$ cat config.mk
export PLATFORM = sky130hd
export DESIGN_NAME = packet_buffer_reader
export DESIGN_NICKNAME = d
export VERILOG_FILES = /design/src/rtl/eth_pkt_pkg.sv /design/src/rtl/pkt_skid_buf_2.sv /design/src/rtl/packet_buffer_reader.sv
export SDC_FILE = /design/constraint.sdc
export NUM_CORES = 1
export LEC_CHECK = 0
export ABC_CLOCK_PERIOD_IN_PS = 2400
export CORE_UTILIZATION = 52
export DETAILED_ROUTE_END_ITERATION = 10
export PLACE_DENSITY = 0.8
export SYNTH_ARGS = -nofsm -noshare
export SYNTH_HDL_FRONTEND = slang
export SYNTH_SLANG_ARGS = --single-unit
$ cat constraint.sdc
create_clock -name clk_i -period 2.4 [get_ports clk_i]
set_input_delay 0.24 -clock clk_i [delete_from_list [all_inputs] [get_ports clk_i]]
set_output_delay 0.24 -clock clk_i [all_outputs]
set_load 0.01 [all_outputs]
$ cat src/rtl/eth_pkt_pkg.sv
// Shared types and helpers for the packet buffer read path.
// Beat fields are sized for the widest supported word; narrower configs use the low bits.
package eth_pkt_pkg;

    localparam int unsigned MaxDataWidth = 64;
    localparam int unsigned MaxBpw       = MaxDataWidth / 8;

    typedef enum logic [1:0] {
        IDLE,
        STREAM,
        ACK
    } reader_state_e;

    typedef struct packed {
        logic [MaxDataWidth-1:0] data;
        logic [MaxBpw-1:0]       keep;
        logic                    last;
    } stream_beat_t;

    // Byte enables for a beat holding rem valid bytes; rem==0 means a full word.
    function automatic logic [MaxBpw-1:0] keep_from_rem(input int unsigned rem,
                                                        input int unsigned bpw);
        logic [MaxBpw-1:0] mask;
        mask = '0;
        for (int unsigned i = 0; i < MaxBpw; i++) begin
            if ((i < bpw) && ((rem == 0) || (i < rem))) begin
                mask[i] = 1'b1;
            end
        end
        return mask;
    endfunction

endpackage

$ cat src/rtl/pkt_skid_buf_2.sv
// Two-entry FIFO of stream beats that absorbs the buffer's one-cycle read latency.
// The head entry is driven straight from registers so the stream outputs are glitch-free.
module pkt_skid_buf_2
    import eth_pkt_pkg::*;
(
    input  logic         clk_i,
    input  logic         reset_n_i,
    input  logic         in_valid_i,
    output logic         in_ready_o,
    input  stream_beat_t in_beat_i,
    output logic         out_valid_o,
    input  logic         out_ready_i,
    output stream_beat_t out_beat_o,
    output logic [1:0]   count_o
);

    stream_beat_t r_mem [2];
    logic         r_wr_ptr;
    logic         r_rd_ptr;
    logic [1:0]   r_count;
    logic         w_push;
    logic         w_pop;

    assign in_ready_o  = (r_count != 2'd2);
    assign out_valid_o = (r_count != 2'd0);
    assign out_beat_o  = r_mem[r_rd_ptr];
    assign count_o     = r_count;
    assign w_push      = in_valid_i && in_ready_o;
    assign w_pop       = out_valid_o && out_ready_i;

    always_ff @(posedge clk_i or negedge reset_n_i) begin
        if (!reset_n_i) begin
            r_mem[0] <= '0;
            r_mem[1] <= '0;
            r_wr_ptr <= 1'b0;
            r_rd_ptr <= 1'b0;
            r_count  <= 2'd0;
        end else begin
            if (w_push) begin
                r_mem[r_wr_ptr] <= in_beat_i;
                r_wr_ptr        <= !r_wr_ptr;
            end
            if (w_pop) begin
                r_rd_ptr <= !r_rd_ptr;
            end
            r_count <= r_count + {1'b0, w_push} - {1'b0, w_pop};
        end
    end

endmodule

$ cat src/rtl/packet_buffer_reader.sv
// Streams each packet in the buffer read slot out as AXI4-Stream beats, then frees the
// slot with a one-cycle ack once the last beat has been accepted.
module packet_buffer_reader
    import eth_pkt_pkg::*;
#(
    parameter  int unsigned data_width_p  = 64,
    parameter  int unsigned els_p         = 2048,
    localparam int unsigned bpw_lp        = data_width_p / 8,
    localparam int unsigned addr_width_lp = $clog2(els_p),
    localparam int unsigned size_width_lp = $clog2(els_p + 1)
) (
    input  logic                     clk_i,
    input  logic                     reset_n_i,
    input  logic                     packet_avail_i,
    output logic                     packet_ack_o,
    output logic                     packet_rvalid_o,
    output logic [addr_width_lp-1:0] packet_raddr_o,
    input  logic [data_width_p-1:0]  packet_rdata_i,
    input  logic [size_width_lp-1:0] packet_rsize_i,
    output logic                     m_tvalid_o,
    input  logic                     m_tready_i,
    output logic [data_width_p-1:0]  m_tdata_o,
    output logic [bpw_lp-1:0]        m_tkeep_o,
    output logic                     m_tlast_o,
    output logic                     busy_o
);

    localparam int unsigned shift_lp     = $clog2(bpw_lp);
    localparam int unsigned idx_width_lp = size_width_lp + 1;

    reader_state_e           r_state;
    reader_state_e           w_state_next;
    logic [idx_width_lp-1:0] r_nwords;
    logic [idx_width_lp-1:0] r_rd_idx;
    logic [shift_lp-1:0]     r_size_rem;
    logic                    r_inflight;
    logic                    r_inflight_last;

    logic [idx_width_lp-1:0] w_nwords;
    logic                    w_issue;
    logic                    w_issue_last;
    logic                    w_pop;
    logic                    w_credit_ok;
    logic [31:0]             w_keep_rem;
    logic [1:0]              w_skid_count;
    logic                    w_skid_in_ready;
    logic                    w_skid_out_valid;
    stream_beat_t            w_skid_in;
    stream_beat_t            w_skid_out;

    assign w_nwords = ({1'b0, packet_rsize_i} + idx_width_lp'(bpw_lp - 1)) >> shift_lp;

    // A read may issue only if its data is guaranteed a skid slot when it returns.
    assign w_pop        = w_skid_out_valid && m_tready_i;
    assign w_credit_ok  = ({1'b0, w_skid_count} + {2'b00, r_inflight}) < (3'd2 + {2'b00, w_pop});
    assign w_issue      = (r_state == STREAM) && (r_rd_idx < r_nwords) && w_credit_ok;
    assign w_issue_last = (r_rd_idx == (r_nwords - idx_width_lp'(1)));

    assign w_keep_rem = r_inflight_last ? 32'(r_size_rem) : 32'd0;

    always_comb begin
        w_skid_in      = '0;
        w_skid_in.data = MaxDataWidth'(packet_rdata_i);
        w_skid_in.keep = keep_from_rem(w_keep_rem, bpw_lp);
        w_skid_in.last = r_inflight_last;
    end

    always_comb begin
        w_state_next = r_state;
        unique case (r_state)
            IDLE: begin
                if (packet_avail_i) begin
                    w_state_next = (packet_rsize_i == '0) ? ACK : STREAM;
                end
            end
            STREAM: begin
                if (w_pop && w_skid_out.last) begin
                    w_state_next = ACK;
                end
            end
            ACK:     w_state_next = IDLE;
            default: w_state_next = IDLE;
        endcase
    end

    always_ff @(posedge clk_i or negedge reset_n_i) begin
        if (!reset_n_i) begin
            r_state         <= IDLE;
            r_nwords        <= '0;
            r_rd_idx        <= '0;
            r_size_rem      <= '0;
            r_inflight      <= 1'b0;
            r_inflight_last <= 1'b0;
        end else begin
            r_state         <= w_state_next;
            r_inflight      <= w_issue;
            r_inflight_last <= w_issue && w_issue_last;
            if ((r_state == IDLE) && packet_avail_i) begin
                r_nwords   <= w_nwords;
                r_size_rem <= packet_rsize_i[shift_lp-1:0];
                r_rd_idx   <= '0;
            end else if (w_issue) begin
                r_rd_idx <= r_rd_idx + idx_width_lp'(1);
            end
        end
    end

    pkt_skid_buf_2 u_skid (
        .clk_i       (clk_i),
        .reset_n_i   (reset_n_i),
        .in_valid_i  (r_inflight),
        .in_ready_o  (w_skid_in_ready),
        .in_beat_i   (w_skid_in),
        .out_valid_o (w_skid_out_valid),
        .out_ready_i (m_tready_i),
        .out_beat_o  (w_skid_out),
        .count_o     (w_skid_count)
    );

    assign packet_ack_o    = (r_state == ACK);
    assign busy_o          = (r_state != IDLE);
    assign packet_rvalid_o = w_issue;
    assign packet_raddr_o  = {r_rd_idx[addr_width_lp-shift_lp-1:0], {shift_lp{1'b0}}};
    assign m_tvalid_o      = w_skid_out_valid;
    assign m_tdata_o       = w_skid_out.data[data_width_p-1:0];
    assign m_tkeep_o       = w_skid_out.keep[bpw_lp-1:0];
    assign m_tlast_o       = w_skid_out.last;

    // The slot must stay owned for the whole packet and never report an oversize length.
    a_avail_held: assert property (@(posedge clk_i) disable iff (!reset_n_i)
        (r_state == STREAM) |-> packet_avail_i);
    a_size_range: assert property (@(posedge clk_i) disable iff (!reset_n_i)
        ((r_state == IDLE) && packet_avail_i) |-> (packet_rsize_i <= size_width_lp'(els_p)));
    a_skid_room: assert property (@(posedge clk_i) disable iff (!reset_n_i)
        r_inflight |-> w_skid_in_ready);

endmodule

## Word level (Yosys, flattened, before mapping)

Cells that the tools add are included.

| word-level totals | value |
|---|---|
| RAM bits | 0 |
| output and inout port bits | 88 |
| memory bits (read-only) | 0 |
| input bits | 80 |
| bits in latches | 0 |
| memories kept | 0 |
| register bits | 180 |

| cells by class | value |
|---|---|
| bitwise logic cells | 2 |
| order comparisons | 13 |
| equality and inequality tests | 6 |
| divide/modulo/power cells | 0 |
| add/sub/neg operators | 7 |
| shift-type cells | 0 |
| mux-type cells | 21 |
| multiply operators | 0 |
| reduce and logical (&&, ||, !) cells | 25 |

Operators by type and width:

| operator | count |
|---|---|
| 73-bit two-way mux | 4 |
| 146-bit bitwise mux | 1 |
| 73-bit demux with 1-bit select | 1 |
| 32-bit zero test | 1 |
| 13-bit two-way mux | 2 |
| 12-bit by 3-bit adder with 13-bit output (second input constant) | 1 |
| 13-bit by 1-bit adder with 13-bit output (second input constant) | 1 |
| 13-bit == test | 1 |
| 13-bit by 10-bit < comparator with 1-bit output | 1 |
| 12-bit zero test | 1 |
| 3-bit < comparator (first input constant) | 4 |
| 10-bit by 1-bit subtractor with 11-bit output (second input constant) | 1 |
| 1-bit logical AND | 8 |
| 1-bit logical OR | 8 |
| 1-bit two-way mux | 8 |
| 1-bit by 3-bit < comparator with 1-bit output (first input constant) | 2 |
| 2-bit by 3-bit < comparator with 1-bit output (first input constant) | 2 |
| 2-bit two-way mux | 3 |
| 2-bit nonzero test | 3 |
| 2-bit >= comparator (second input constant) | 2 |
| 2-bit != test (second input constant) | 2 |
| 1-bit inverter with 2-bit output | 2 |
| 2-bit one-hot mux with 2 select lines | 1 |
| 2-bit by 1-bit adder with 3-bit output | 1 |
| other kinds (12) | 13 |

## Logic depth before layout (Yosys ltp)

Gate-level depths: netlist of the first run.

| logic depth | value |
|---|---|
| depth in word-level cells | 7 |
| gate-level depth with buffers | 10 |
| depth with buffers taken out | 7 |

## Modules after synthesis

A second synthesis of the first run with hierarchy kept.

| second synthesis, totals | value |
|---|---|
| cell total of the unflattened synthesis | 679 |
| area, all modules | 9560.4 um^2 |

By module, submodules not included:

| module | instances | sequential area each (um^2) | area each (um^2) | cells each |
|---|---|---|---|---|
| pkt_skid_buf_2 | 1 | 3753.6 | 7216.9 | 406 |
| packet_buffer_reader | 1 | 750.7 | 2343.5 | 273 |

## Worst setup path after synthesis of the first run

No wires, ideal clock.

| path | value |
|---|---|
| kind | reg-to-reg |
| start point | register r_nwords[4] |
| end point | register r_inflight_last |
| path slack | 0.347 ns |
| buffers on the path | 3 |
| period minus slack after synthesis | 2.053 ns |
| arrival | 1.931 ns |
| stages on the path, launching flop included | 11 |
| cells stage by stage | dfrtp_1 clkbuf_1 inv_1 ha_1 nor2_1 nor3_1 o31a_1 buf_2 clkbuf_1 nor2_1 o2111a_1 |

| between the ends | value |
|---|---|
| word-level cells in the longest chain between the ends | 4 |
| elaborated cells on any way between the ends | 6 |
| classes of those cells | add/sub (1); order compare (1); eq/ne (1); reduce/logical (3) |

Ends and longest elaborated chain:

| what | RTL line | text |
|---|---|---|
| start, declared | packet_buffer_reader.sv:33 | `logic [idx_width_lp-1:0] r_nwords;` |
| start signal, assigned | packet_buffer_reader.sv:99 | `r_nwords <= w_nwords;` |
| 13-bit by 10-bit < comparator with 1-bit output | packet_buffer_reader.sv:56 | `assign w_issue = (r_state == STREAM) && (r_rd_idx < r_nwords) && w_credit_ok;` |
| 1-bit logical AND (2 in series) | packet_buffer_reader.sv:56 |  |
| via packet_rvalid_o | packet_buffer_reader.sv:16 | `output logic packet_rvalid_o,` |
| 1-bit logical AND | packet_buffer_reader.sv:97 | `r_inflight_last <= w_issue && w_issue_last;` |
| end signal, assigned | packet_buffer_reader.sv:97 |  |
| end, declared | packet_buffer_reader.sv:37 | `logic r_inflight_last;` |

The timed path passes the listed nets, and every way through them passes these cells.
A chain may end at the register's enable or synchronous reset.

## Worst setup path in the final report of the first run

| path | value |
|---|---|
| start point | register r_inflight |
| end point | output packet_rvalid_o |

| between the ends | value |
|---|---|
| word-level cells in the longest chain between the ends | 3 |

Ends and longest elaborated chain:

| what | RTL line | text |
|---|---|---|
| start, declared | packet_buffer_reader.sv:36 | `logic r_inflight;` |
| start signal, assigned | packet_buffer_reader.sv:96 | `r_inflight <= w_issue;` |
| 2-bit by 1-bit adder with 3-bit output | packet_buffer_reader.sv:55 | `assign w_credit_ok = ({1'b0, w_skid_count} + {2'b00, r_inflight}) < (3'd2 + {2'b00, w_pop});` |
| 3-bit < comparator | packet_buffer_reader.sv:55 |  |
| 1-bit logical AND | packet_buffer_reader.sv:56 |  |
| end, declared | packet_buffer_reader.sv:16 |  |

No other way between the ends.

==> impl_metrics.csv, run 1 <==
group,metric,value,unit
status,outcome,"complete, no violations",
logic_synthesis,synth_ff_type,"dfrtp_1",
sta,rsz0062_at_grt,"no",
logic_synthesis,yosys_register_bits,180,
placed_design,io_buffer_count,164,
logic_synthesis,synth-edff-count,0,
grt,overflow,0,
layout,area_delta_synth_final,30.32,%
placed_design,gp_congestion,0.8856,
logic_synthesis,syn-cell-area,8662,µm²
floorplanning,chipHeight,131.1,µm
grt,grt_usage,24.31,%
logic_synthesis,ys_types,46,
grt,grt_pass1_wl,31530,µm
worst_setup_path,critPathLaunchType,"register",
sta,skew,0.01057,ns
sta,hold_ws,0.3051,ns
grt,grt_pass1_vias,6297,
drt,vias_per_cell,5.581,
drt,routedWlPerCell,18.40,µm
pwr,vdd_drop_max,1.007,mV
drt,final_antenna_net_count,0,
placed_design,hpwlAfterDp,14090,µm
clock_network,insertion_delay,0.42,ns
pwr,leakage,4.744,nW
job,maxCapViolCount,0,
floorplanning,core_region_area,16060,µm²
clock_network,numClockSinks,180,
layout,final_cells,1086,
layout,drive_gt1_share,32.53,%
layout,layout_common_cells,"206 x mux2_2, 179 x dfrtp_1, 162 x clkdlybuf4s50_1, 31 x a21oi_1, 27 x nor2_1",
logic_synthesis,syn_inst,689,
worst_setup_path,rr_startpoint,"r_inflight",
worst_hold_path,holdCritPathClass,"in -> async",
logic_synthesis,ys_seq_area_share,52.00,%
clock_network,cts_buffers,17,
logic_synthesis,ys_warn_count,0,
floorplanning,ios,168,
clock_network,path_clk_slew,0.07,ns
layout,fillers,1084,
clock_network,clockBufferDepth,2,
floorplanning,fp-row-count,46,
worst_setup_path,arrival,2.08,ns
worst_setup_path,required,2.16,ns
clock_network,root_buffer,"clkbuf_16",
sta,slew_viol_final,0,
sta,max_freq,430.4,MHz
logic_synthesis,async_reset_ff_share,100.0,%
sta,hold_viol,0,
sta,worstMarginPinSlew,0.5417,ns
worst_setup_path,critPathCaptureType,"primary output",
floorplanning,start_util,53.94,%
worst_setup_path,critPathMaxFanout,2,
drt,totalWireLength,19980,µm
worst_setup_path,critPathLaunch,"r_inflight",
clock_network,htreeDepth,4,
floorplanning,die_area,17180,µm²
sta,period_share,96.82,%
sta,fin_tns_setup,0,ns
layout,insertedDiodeCount,0,
sta,relSlewSlack,63.55,%
pwr,power_density,1432,nW/µm²
grt,grt_max_degree,61,
sta,setup_viol,0,
layout,final_common_cell,"mux2_2",
drt,drtIter0Drc,312,
drt,drc,0,
drt,firstDrtPassIters,4,
floorplanning,die_w,131.1,µm
drt,via_count,6061,
logic_synthesis,avgSynthCellArea,12.57,µm²
sta,min_period,2.324,ns
grt,antenna_found_initial,0,
layout,nets,954,
worst_setup_path,path_class,"reg -> out",
placed_design,placed_cells,1053,
clock_network,cts_tree,"yes",
-- registers in the layout (all words and copies together) (netlist names) --
signal           flops
r_inflight           1
r_inflight_last      1
r_nwords            10
r_rd_idx            13
r_size_rem           3
r_state              2
u_skid.count_o       2
u_skid.r_mem       146
u_skid.r_rd_ptr      1
u_skid.r_wr_ptr      1
-- power by group --
group,switching [mW],total (mW),internal [mW]
sequential,0.818,5.26,4.44
combinational,3.34,8.08,4.74
clock,1.18,2.83,1.65
total,5.33,16.2,10.8
-- path summary, 6_finish.rpt --
path	endpoint	slack, ns	cells after the start
max	packet_rvalid_o	0.08	7
min	u_skid.r_mem[16]	0.31	2
max reg2reg	r_rd_idx[9]	0.11	8
min reg2reg	u_skid.r_mem[74]	0.47	1
max in group asynchronous	u_skid.r_mem[28]	1.40	3
min in group clk_i	r_state[0]	0.43	3
-- per-stage QoR --
step | util (%) | worst slack (ns) | cell area (µm²) | power, mW
floorplan | - | 0.3472 | 8670 | 9.915
finish | 70.30 | 0.07634 | 11290 | 16.17
global placement | 66.40 | 0.1613 | 10660 | 13.01
CTS | 70.24 | 0.003970 | 11280 | 16.29
detailed placement | 66.40 | 0.1083 | 10660 | 13.41
global route | 70.30 | 0.0008169 | 11290 | 17.17
-- metal layers --
layer | global-route usage [%] | part of all wire, % | vias up
met5 | 0 | 0 | -
met1 | 29.98 | 41 | 3034
met2 | 41.11 | 51 | 191
met3 | 5.722 | 6.1 | 37
met4 | 10.01 | 2.9 | 0
li1 | - | - | 2799
-- worst max-delay path, stage by stage, from the launching register on --
cell and delay, ns:
dfrtp_1 0.39, ha_1 0.20, ha_1 0.19, nor4b_2 0.21, and3_1 0.23, o211ai_2 0.12, nor2_2 0.17, buf_2 0.15
-- cell usage after synthesis, types with 14 or more instances --
cell type | count | area [µm²]
a21oi_1 | 31 | 155.2
buf_2 | 14 | 70.07
clkbuf_1 | 20 | 75.07
dfrtp_1 | 180 | 4504
ha_1 | 16 | 200.2
inv_1 | 18 | 67.56
mux2_2 | 206 | 2320
nand2_1 | 20 | 75.07
nand3_1 | 15 | 75.07
nor2_1 | 30 | 112.6
o21ai_0 | 15 | 75.07
-- layout make-up --
type	count	area, µm²	share of cell area (%)
sequential	180	4508	39.94
clock buffer	21	480.5	4.256
clock inverter	10	121.4	1.075
multi-input combinational	445	3869	34.27
tap	216	270.3	2.394
inverter	18	67.56	0.5985
timing repair buffer	196	1972	17.47
-- cell families after synthesis --
| kind of cell | synth area share [%] |
|---|---|
| flops | 52.00 |
| xor+xnor | 1.921 |
| mux | 26.78 |
| compound gates | 5.605 |
| other cells | 0.04329 |
| simple gates | 7.627 |
| buf+inv | 3.712 |
| fa+ha+maj | 2.311 |
-- repair_timing --
action                                  4_1_cts  5_1_grt
setup buffers                                 0        1
hold buffers                                  1        0
endpoints found under the hold margin        38        0
gates resized for setup                       4        3
endpoints found under the setup margin        1        2
pin swaps                                     2        3
Note: power is estimated with default switching activity, not from simulation.
==> inputs of run 2 (changes only) <==
Settings changed: SETUP_SLACK_MARGIN set to 0.1.
==> run 2 against run 1 <==
  * Clock power about the same
  * Final area up 0.62%
  * Flip-flop and latch count unchanged
  * Non-clock buffer count up 3
  * First-iteration DRC count up 2.6%
  * Register-to-register slack about the same
  * Combinational power up 2%
  * Setup slack better by 0.018 ns
  * Via count up 0.23%
  * Global-route usage about the same
  * Worst hold slack about the same
  * Sequential share of layout area down 0.25 points
  * Highest routed layer unchanged
==> impl_metrics.csv, run 2 (synthesis gave the netlist of run 1 again) <==
group,metric,value,unit
status,outcome,"complete, no violations",
floorplanning,die_w,131.1,µm
pwr,power_density,1438,nW/µm²
layout,largest_register_ffs,146,
grt,grt_pass1_vias,6291,
worst_setup_path,critPathCaptureType,"primary output",
drt,drc,0,
worst_setup_path,slowest_delay,0.39,ns
drt,vias_per_cell,5.579,
layout,insertedDiodeCount,0,
floorplanning,ios,168,
pwr,net-switching-power,5.396,mW
clock_network,insertion_delay,0.42,ns
sta,worstMarginPinSlew,0.5308,ns
drt,routedWlPerCell,18.69,µm
worst_setup_path,arrival,2.07,ns
layout,utilization,70.73,%
layout,nets,957,
floorplanning,chipHeight,131.1,µm
pwr,p_comb_share,50.4,%
layout,largest_registers,"u_skid.r_mem x146, r_rd_idx x13, r_nwords x10",
floorplanning,die_area,17180,µm²
sta,rsz0062_at_grt,"yes",
worst_setup_path,critPathLaunchType,"register",
sta,slew_viol_final,0,
drt,totalWireLength,20350,µm
layout,final_cells,1089,
sta,hold_viol,0,
layout,drive_gt1_share,33.22,%
worst_setup_path,critPathMaxFanout,2,
pwr,vdd_drop_max,0.9451,mV
drt,final_antenna_net_count,0,
sta,fin_tns_setup,0,ns
sta,skew,0.01105,ns
placed_design,hpwlAfterDp,14090,µm
pwr,leakage,4.767,nW
floorplanning,core_region_area,16060,µm²
placed_design,placed_cells,1053,
clock_network,numClockSinks,180,
pwr,p_sw_share,33.04,%
clock_network,cts_buffers,17,
pwr,clkPwrFrac,17.3,%
layout,layout_common_cells,"206 x mux2_2, 179 x dfrtp_1, 162 x clkdlybuf4s50_1, 29 x a21oi_1, 27 x nor2_1",
layout,area_delta_synth_final,31.13,%
floorplanning,fp-row-count,46,
sta,min_period,2.306,ns
floorplanning,start_util,53.94,%
sta,period_share,96.06,%
layout,regMostFlops,"u_skid.r_mem",
sta,setup_viol,0,
worst_setup_path,cp_slowest_cell,"dfrtp_1",
placed_design,gp_congestion,0.8856,
pwr,intPower,10.94,mW
worst_setup_path,required,2.16,ns
drt,drtIter0Drc,320,
clock_network,path_clk_slew,0.07,ns
grt,grt_max_degree,61,
drt,via_count,6075,
placed_design,io_buffer_count,164,
drt,firstDrtPassIters,4,
clock_network,root_buffer,"clkbuf_16",
layout,final_common_cell,"mux2_2",
worst_setup_path,path_cells,"ha_2, ha_4, nor4b_2, and3_1, o211ai_2, nor2_2, buf_2",
grt,overflow,0,
grt,grt_pass1_wl,31510,µm
pwr,pwr-share-seq,32.3,%
worst_setup_path,path_class,"reg -> out",
sta,max_freq,433.7,MHz
clock_network,clockBufferDepth,2,
grt,grt_usage,24.30,%
job,maxCapViolCount,0,
clock_network,cts_tree,"yes",
clock_network,htreeDepth,4,
sta,relSlewSlack,64.28,%
sta,hold_ws,0.3048,ns
grt,antenna_found_initial,0,
worst_hold_path,holdCritPathClass,"in -> async",
-- run 2: cell count changes in the layout (fill, tap and decap cells not counted) --
cell / delta
ha_1: -2
ha_2: +1
a21oi_2: +2
buf_16: +1
ha_4: +1
buf_4: +2
a21oi_1: -2
clkbuf_16: +1
buf_12: -1
-- run 2: path summary, 6_finish.rpt --
path / from / end / slack (ns) / cells past startpoint
max reg2reg: u_skid.count_o[0] / r_rd_idx[8] / 0.12 / 8
min reg2reg: u_skid.r_mem[74] / u_skid.r_mem[74] / 0.47 / 1
max: u_skid.count_o[0] / packet_rvalid_o / 0.09 / 7
max in group asynchronous: reset_n_i / u_skid.r_mem[48] / 1.40 / 3
min in group clk_i: packet_avail_i / r_state[0] / 0.43 / 3
min: reset_n_i / u_skid.r_mem[16] / 0.30 / 2
-- run 2: power groups by stage --
stage	combinational (mW)	sequential (mW)	clock (mW)
6_report	8.23	5.28	2.83
5_1_grt	8.86	5.47	3.00
4_1_cts	8.16	5.26	2.88
3_5_place_dp	8.11	5.30	0
3_3_place_gp	7.88	5.13	0
2_1_floorplan	4.90	5.02	0
-- run 2: worst max-delay path: cells and delay by family (launching register included) --
family                   cells  cell delay, ns
AND/OR/NAND/NOR              3            0.62
adder cells (fa/ha/maj)      2            0.35
buffers and inverters        1            0.15
AO/OA/AOI/OAI                1            0.13
flip-flops                   1            0.39
-- run 2: what timing repair did --
action                                  4_1_cts  5_1_grt
hold buffers                                  1        0
cloned                                        0        1
gates resized for setup                       6        7
hold endpoints to repair                     38        0
buffers inserted                              0        3
endpoints found under the setup margin        1       21
pin swaps                                     2        4
-- run 2: metal layers --
layer  up-vias  global-route usage (%)  routed length [µm]
li1       2804                       -                   -
met3        41                   5.722                1174
met1      3046                   29.96                8308
met5         -                       0                   0
met4         0                   10.01                 613
met2       184                   41.11               10260
-- run 2: area by class of cell --
type / count / area, µm²
fillers: 1076 / 4700
clock buffers: 21 / 480.5
multi-input cells: 445 / 3891
repair buffers: 199 / 2019
clock inverters: 10 / 121.4
inverters: 18 / 67.56
well taps: 216 / 270.3
flip-flops and latches: 180 / 4508
-- run 2: metrics by stage --
step	cell area, µm²	power (mW)	worst slack [ns]
4_1_cts	11280	16.29	0.08760
2_1_floorplan	8670	9.915	0.3472
3_5_place_dp	10660	13.41	0.1083
6_report	11360	16.33	0.09445
5_1_grt	11360	17.33	0.02848
3_3_place_gp	10660	13.01	0.1613
